### src/rtl/mdu_pkg.sv
// Shared definitions for the multiply/divide unit: operation codes, FSM states,
// iteration datapath select and small op-decoding helpers.
package mdu_pkg;

    typedef enum logic [2:0] {
        MDU_MULTU = 3'd0,
        MDU_MULT  = 3'd1,
        MDU_DIVU  = 3'd2,
        MDU_DIV   = 3'd3,
        MDU_MTHI  = 3'd4,
        MDU_MTLO  = 3'd5
    } mdu_op_e;

    typedef enum logic [1:0] {
        ST_IDLE = 2'd0,
        ST_CALC = 2'd1,
        ST_FIX  = 2'd2
    } mdu_state_e;

    typedef enum logic {
        ALU_MUL = 1'b0,
        ALU_DIV = 1'b1
    } alu_sel_e;

    function automatic logic op_is_signed(input logic [2:0] op);
        return (op == MDU_MULT) || (op == MDU_DIV);
    endfunction

    function automatic logic op_is_div(input logic [2:0] op);
        return (op == MDU_DIVU) || (op == MDU_DIV);
    endfunction

endpackage

### src/rtl/mdu_signfix.sv
// Conditional two's-complement negate: yields |a| on the way in when neg_i is
// the operand sign, and restores the result sign on the way out.
module mdu_signfix #(
    parameter int W = 32
) (
    input  logic [W-1:0] a_i,
    input  logic         neg_i,
    output logic [W-1:0] y_o
);

    assign y_o = neg_i ? (~a_i + W'(1)) : a_i;

endmodule

### src/rtl/mult_div_unit.sv
// Iterative multiply/divide unit with architectural HI/LO registers: one
// shift-add or restoring-divide step per cycle, sign correction in FIX.
module mult_div_unit
    import mdu_pkg::*;
#(
    parameter int WIDTH = 32
) (
    input  logic             clk,
    input  logic             rst,
    input  logic             start,
    input  logic [2:0]       op,
    input  logic [WIDTH-1:0] x,
    input  logic [WIDTH-1:0] y,
    input  logic             flush,
    output logic             busy,
    output logic             done,
    output logic [WIDTH-1:0] hi,
    output logic [WIDTH-1:0] lo
);

    localparam int CW = $clog2(WIDTH) + 1;

    mdu_state_e       state_q, state_d;
    logic [CW-1:0]    cnt_q, cnt_d;
    alu_sel_e         sel_q, sel_d;
    logic             negx_q, negx_d;
    logic             negy_q, negy_d;
    logic             yzero_q, yzero_d;
    logic [WIDTH-1:0] xsave_q, xsave_d;
    logic [WIDTH-1:0] ymag_q, ymag_d;
    logic [WIDTH-1:0] acc_hi_q, acc_hi_d;
    logic [WIDTH-1:0] acc_lo_q, acc_lo_d;
    logic [WIDTH-1:0] hi_q, hi_d;
    logic [WIDTH-1:0] lo_q, lo_d;
    logic             busy_q, busy_d;
    logic             done_q, done_d;

    logic             is_signed_s;
    logic [WIDTH-1:0] xmag_s, ymag_s;
    logic [2*WIDTH-1:0] prod_s;
    logic [WIDTH-1:0] quo_s, rem_s;
    logic [WIDTH:0]   mul_sum_s;
    logic [WIDTH:0]   div_shift_s;
    logic [WIDTH-1:0] div_diff_s;
    logic             div_ge_s;

    assign is_signed_s = op_is_signed(op);

    mdu_signfix #(.W(WIDTH)) u_abs_x (.a_i(x), .neg_i(is_signed_s & x[WIDTH-1]), .y_o(xmag_s));
    mdu_signfix #(.W(WIDTH)) u_abs_y (.a_i(y), .neg_i(is_signed_s & y[WIDTH-1]), .y_o(ymag_s));

    mdu_signfix #(.W(2*WIDTH)) u_fix_prod (
        .a_i({acc_hi_q, acc_lo_q}), .neg_i(negx_q ^ negy_q), .y_o(prod_s));
    mdu_signfix #(.W(WIDTH)) u_fix_quo (.a_i(acc_lo_q), .neg_i(negx_q ^ negy_q), .y_o(quo_s));
    mdu_signfix #(.W(WIDTH)) u_fix_rem (.a_i(acc_hi_q), .neg_i(negx_q), .y_o(rem_s));

    // Multiply keeps the partial product in acc_hi and the unconsumed multiplier bits in acc_lo;
    // divide keeps the partial remainder in acc_hi and shifts quotient bits into acc_lo.
    assign mul_sum_s   = {1'b0, acc_hi_q} + (acc_lo_q[0] ? {1'b0, ymag_q} : {(WIDTH+1){1'b0}});
    assign div_shift_s = {acc_hi_q, acc_lo_q[WIDTH-1]};
    assign div_ge_s    = (div_shift_s >= {1'b0, ymag_q});
    assign div_diff_s  = WIDTH'(div_shift_s - {1'b0, ymag_q});

    // Next-state, iteration datapath and HI/LO update logic
    always_comb begin
        state_d  = state_q;
        cnt_d    = cnt_q;
        sel_d    = sel_q;
        negx_d   = negx_q;
        negy_d   = negy_q;
        yzero_d  = yzero_q;
        xsave_d  = xsave_q;
        ymag_d   = ymag_q;
        acc_hi_d = acc_hi_q;
        acc_lo_d = acc_lo_q;
        hi_d     = hi_q;
        lo_d     = lo_q;
        busy_d   = busy_q;
        done_d   = 1'b0;

        case (state_q)
            ST_IDLE: begin
                if (start && !flush) begin
                    case (op)
                        MDU_MULTU, MDU_MULT, MDU_DIVU, MDU_DIV: begin
                            state_d  = ST_CALC;
                            busy_d   = 1'b1;
                            cnt_d    = '0;
                            sel_d    = op_is_div(op) ? ALU_DIV : ALU_MUL;
                            negx_d   = is_signed_s & x[WIDTH-1];
                            negy_d   = is_signed_s & y[WIDTH-1];
                            yzero_d  = (y == '0);
                            xsave_d  = x;
                            ymag_d   = ymag_s;
                            acc_hi_d = '0;
                            acc_lo_d = xmag_s;
                        end
                        MDU_MTHI: hi_d = x;
                        MDU_MTLO: lo_d = x;
                        default:  state_d = ST_IDLE;
                    endcase
                end else begin
                    state_d = ST_IDLE;
                end
            end
            ST_CALC: begin
                if (flush) begin
                    state_d = ST_IDLE;
                    busy_d  = 1'b0;
                end else begin
                    if (sel_q == ALU_DIV) begin
                        acc_hi_d = div_ge_s ? div_diff_s : div_shift_s[WIDTH-1:0];
                        acc_lo_d = {acc_lo_q[WIDTH-2:0], div_ge_s};
                    end else begin
                        {acc_hi_d, acc_lo_d} = {mul_sum_s, acc_lo_q[WIDTH-1:1]};
                    end
                    cnt_d = cnt_q + CW'(1);
                    if (cnt_q == CW'(WIDTH - 1)) begin
                        state_d = ST_FIX;
                    end else begin
                        state_d = ST_CALC;
                    end
                end
            end
            ST_FIX: begin
                state_d = ST_IDLE;
                busy_d  = 1'b0;
                if (flush) begin
                    done_d = 1'b0;
                end else begin
                    done_d = 1'b1;
                    if (sel_q == ALU_MUL) begin
                        {hi_d, lo_d} = prod_s;
                    end else if (yzero_q) begin
                        // Divide by zero: all-ones quotient, dividend passed through untouched.
                        lo_d = '1;
                        hi_d = xsave_q;
                    end else begin
                        lo_d = quo_s;
                        hi_d = rem_s;
                    end
                end
            end
            default: begin
                state_d = ST_IDLE;
                busy_d  = 1'b0;
            end
        endcase
    end

    // State registers with synchronous reset
    always_ff @(posedge clk) begin
        if (rst) begin
            state_q  <= ST_IDLE;
            cnt_q    <= '0;
            sel_q    <= ALU_MUL;
            negx_q   <= 1'b0;
            negy_q   <= 1'b0;
            yzero_q  <= 1'b0;
            xsave_q  <= '0;
            ymag_q   <= '0;
            acc_hi_q <= '0;
            acc_lo_q <= '0;
            hi_q     <= '0;
            lo_q     <= '0;
            busy_q   <= 1'b0;
            done_q   <= 1'b0;
        end else begin
            state_q  <= state_d;
            cnt_q    <= cnt_d;
            sel_q    <= sel_d;
            negx_q   <= negx_d;
            negy_q   <= negy_d;
            yzero_q  <= yzero_d;
            xsave_q  <= xsave_d;
            ymag_q   <= ymag_d;
            acc_hi_q <= acc_hi_d;
            acc_lo_q <= acc_lo_d;
            hi_q     <= hi_d;
            lo_q     <= lo_d;
            busy_q   <= busy_d;
            done_q   <= done_d;
        end
    end

    assign busy = busy_q;
    assign done = done_q;
    assign hi   = hi_q;
    assign lo   = lo_q;

endmodule
### config.mk
export PLATFORM = sky130hd
export DESIGN_NAME = mult_div_unit
export DESIGN_NICKNAME = d
export VERILOG_FILES = /design/src/rtl/mdu_pkg.sv /design/src/rtl/mdu_signfix.sv /design/src/rtl/mult_div_unit.sv
export SDC_FILE = /design/constraint.sdc
export NUM_CORES = 1
export LEC_CHECK = 0
export BUFFER_PORTS_ARGS = -buffer_cell sky130_fd_sc_hd__buf_2
export CORE_MARGIN = 2
export CORE_UTILIZATION = 35
export CTS_CLUSTER_SIZE = 25
export DETAILED_ROUTE_END_ITERATION = 10
export PLACE_DENSITY_LB_ADDON = 0.25
export SKIP_CTS_REPAIR_TIMING = 1
export SYNTH_ARGS = -nofsm -noshare
export SYNTH_HDL_FRONTEND = slang
export SYNTH_SLANG_ARGS = --single-unit
### constraint.sdc
create_clock -name clk -period 3.9 [get_ports clk]
set_input_delay 0.585 -clock clk [delete_from_list [all_inputs] [get_ports clk]]
set_output_delay 0.585 -clock clk [all_outputs]
set_load 0.01 [all_outputs]
==> results by group <==
Outcome
  – Run status: complete, no violations

Route
  – Number of routed nets with antenna violations: 0
  – DR WL met3: 4.37 mm
  – Wire length on met1: 27.8 mm
  – Highest Signal Layer: met5
  – First DRT Iteration DRCs: about 1600
  – Detailed-route wire length: 60.1 mm
  – Vias per Instance: 5.86
  – Drt wl/cell: 20.7 um
  – Drt first pass iters: 6
  – DRC: 0
  – Met2 WL: 26.4 mm
  – Via count: 17000

Logic synthesis
  – Synth Instances: 2220
  – Avg Cell Area, Syn: about 7.3 um^2
  – Register bit total from synthesis: between 200 and 250
  – Synthesized area: between 15000 and 20000 um^2
  – Synth cell types: 71
  – Post-synth EDFFs: 0
  – Post-synthesis sequential area ratio: 0.255
  – Mapped Nets: 2362
  – Async set or reset register ratio after synthesis: 0
  – Synth warn: 0
  – Top FF cell, synth: dfxtp_1

Floorplan
  – DIE AREA: 47900 um^2
  – Initial Util: 0.355
  – IO Count: 137
  – CORE AREA: 45500 um^2
  – Row cnt: 78
  – Die Height: around 220 um
  – Die X: 219 um

Critical path
  – Element type at the critical path end: flop
  – Critical Path AT: 4.00 ns
  – CP required: 4.38 ns
  – R2r endpoint: acc_hi_q[31]
  – Startpoint Class: flop
  – Reg2reg setup slack: 0.38 ns
  – Worst R2R Path Depth: 16
  – Critical path class: reg2reg
  – CP Max Fanout: 5
  – Worst flop-to-flop path startpoint: acc_lo_q[0]
  – Worst Setup SP: acc_lo_q[0]

Finish
  – Fill cell count: about 4800
  – Most frequent cells in the layout: 237 x nand2_1, 221 x a21oi_1, 209 x nor2_1
  – Layout cells sized above 1: 0.125
  – Area of the multi-input gates: 11100 um^2
  – Most common cell after layout, fill and taps aside: nand2_1
  – Register area: between 4000 and 5000 um^2
  – Final #Nets: roughly 2400
  – Area Overhead vs Synth: 14.3%
  – Antenna diode count: 0

Clock network
  – CTS clk-pin slew, worst paths: 0.06 ns
  – CTS Buf Count: 26
  – Clock buffer depth: 3
  – Clk Latency, worst-skew pair: 0.56 ns
  – H-tree depth: 1
  – CTS tree: built
  – Root buf cell: clkbuf_16
  – Clk sinks: about 210

Place
  – HPWL Detailed: between 40 and 50 mm
  – IO Port Bufs: around 140
  – GP Congestion: between 0.9 and 1

Worst hold path
  – Min-Delay Startpoint: op[1]
  – HP Class: in2reg
  – Hold path endpoint: sel_q
  – Hold depth: 3

Timing
  – WHS: 0.278 ns
  – Highest clock rate: 284 MHz
  – Actual slew at the worst max-slew pin: 1.08 ns
  – Final setup viols: 0
  – Setup_tns: 0 ns
  – Final Skew: 0.0107 ns
  – Period utilisation layout: 0.902
  – Final hold violation count: 0
  – Fin crit period: 3.52 ns
  – Fin. max-slew vios: 0
  – Slew margin rel.: 0.279
  – RSZ-0062 raised after global routing: no

GRT
  – Number of global-route vias before repair: ~16000
  – Congestion Overflow GR: 0
  – Total GRT Usage: 0.243
  – Global-route wire length before repair: 92.3 mm
  – Antenna violations before repair: 2
  – Largest net degree at the start of global routing: 72

Job
  – # Max-Cap Violations: 0

Power and ir drop
  – Total chip power: 5950 uW
  – Maximum vdd drop: between 0.0002 and 0.0003 V
  – P per Cell Area: 322 nW/um^2
  – Leak: a little over 0.007 uW
kinds of logic after synthesis:
| kind of cell | count (synthesis) | share of synthesized area |
|---|---|---|
| AOI/OAI and AO/OA | 717 | 0.283 |
| xor gates and xnor gates | 196 | 0.106 |
| adders and majority gates | 71 | 0.0559 |
| buffers and inverters | 261 | 0.0621 |
| DFF | 206 | 0.255 |
| muxes | 48 | 0.0298 |
| and+or+nand+nor | 721 | 0.208 |
synth_stat cells (all sizes together), types with 21 or more instances:
cell / count / area (um^2)
a211oi: 112 / 841
inv: 74 / 278
o21ai: 144 / 721
ha: 69 / 863
o31ai: 21 / 158
nor3: 56 / 280
xnor2: 100 / 876
nand2: 237 / 890
or3: 25 / 156
nor2: 211 / 792
a21oi: 221 / 1110
xor2: 96 / 841
dfxtp: 206 / 4120
nor4: 30 / 194
a21o: 34 / 255
nand3: 28 / 140
mux2i: 47 / 470
and2: 30 / 188
clkbuf: 170 / 642
o221ai: 35 / 307
nand4: 21 / 131
layer usage:
layer | global-route usage | vias to the layer above
li1 | - | 8136
met1 | 0.345 | 8092
met2 | 0.379 | 652
met3 | 0.0370 | 98
met4 | 0.0709 | 2
met5 | 0 | -
how the worst max path moves through the flow:
stage	endpoint
finish	acc_hi_q[31]
global route	acc_hi_q[27]
CTS	acc_hi_q[30]
detailed placement	ymag_q[29]
global placement	ymag_q[29]
floorplan	acc_lo_q[30]
per-stage QoR:
step / cell area (um^2) / utilization / instances / setup WS [ns]
after global placement: 17600 / 0.386 / 2852 / 0.286
after CTS: 18500 / 0.406 / 2897 / 0.448
final: 18500 / 0.406 / 2897 / 0.384
after detailed placement: 17600 / 0.386 / 2852 / 0.305
after floorplan: 16200 / - / 2220 / 0.638
after global routing: 18500 / 0.406 / 2897 / 0.0786
power breakdown:
group	internal [uW]	switching, uW	leakage, uW	total [uW]
registers	2160	66.6	0.00167	2230
logic	389	703	0.00508	1090
clock network	1610	1020	0.000446	2620
layout make-up:
cell class,instances,area share
sequential,206,0.223
inverter,74,0.0150
clock buffer,31,0.0378
tap,600,0.0406
timing repair buffer,219,0.0716
multi-input combinational,1753,0.600
clock inverter,14,0.0116
flip-flops by register name, summed over array words and instances, names as in the netlist:
register / flops
state_q: 2
busy: 1
yzero_q: 1
done: 1
xsave_q: 32
ymag_q: 32
negy_q: 1
acc_hi_q: 32
cnt_q: 6
negx_q: 1
acc_lo_q: 32
lo: 32
sel_q: 1
hi: 32
worst max-delay path, cell delays in order (launching register included):
cell and delay [ns]:
dfxtp_1 0.49, and2_1 0.18, ha_1 0.21, inv_1 0.07
fa_1 0.42, nand2b_1 0.19, a21oi_1 0.21, o21ai_0 0.15
buf_4 0.17, a211oi_1 0.23, buf_4 0.18, a22oi_1 0.10
buf_4 0.18, o22ai_1 0.16, o21ai_0 0.19, a21o_1 0.19
o21ai_0 0.12
(Power assumes the default switching activity.)
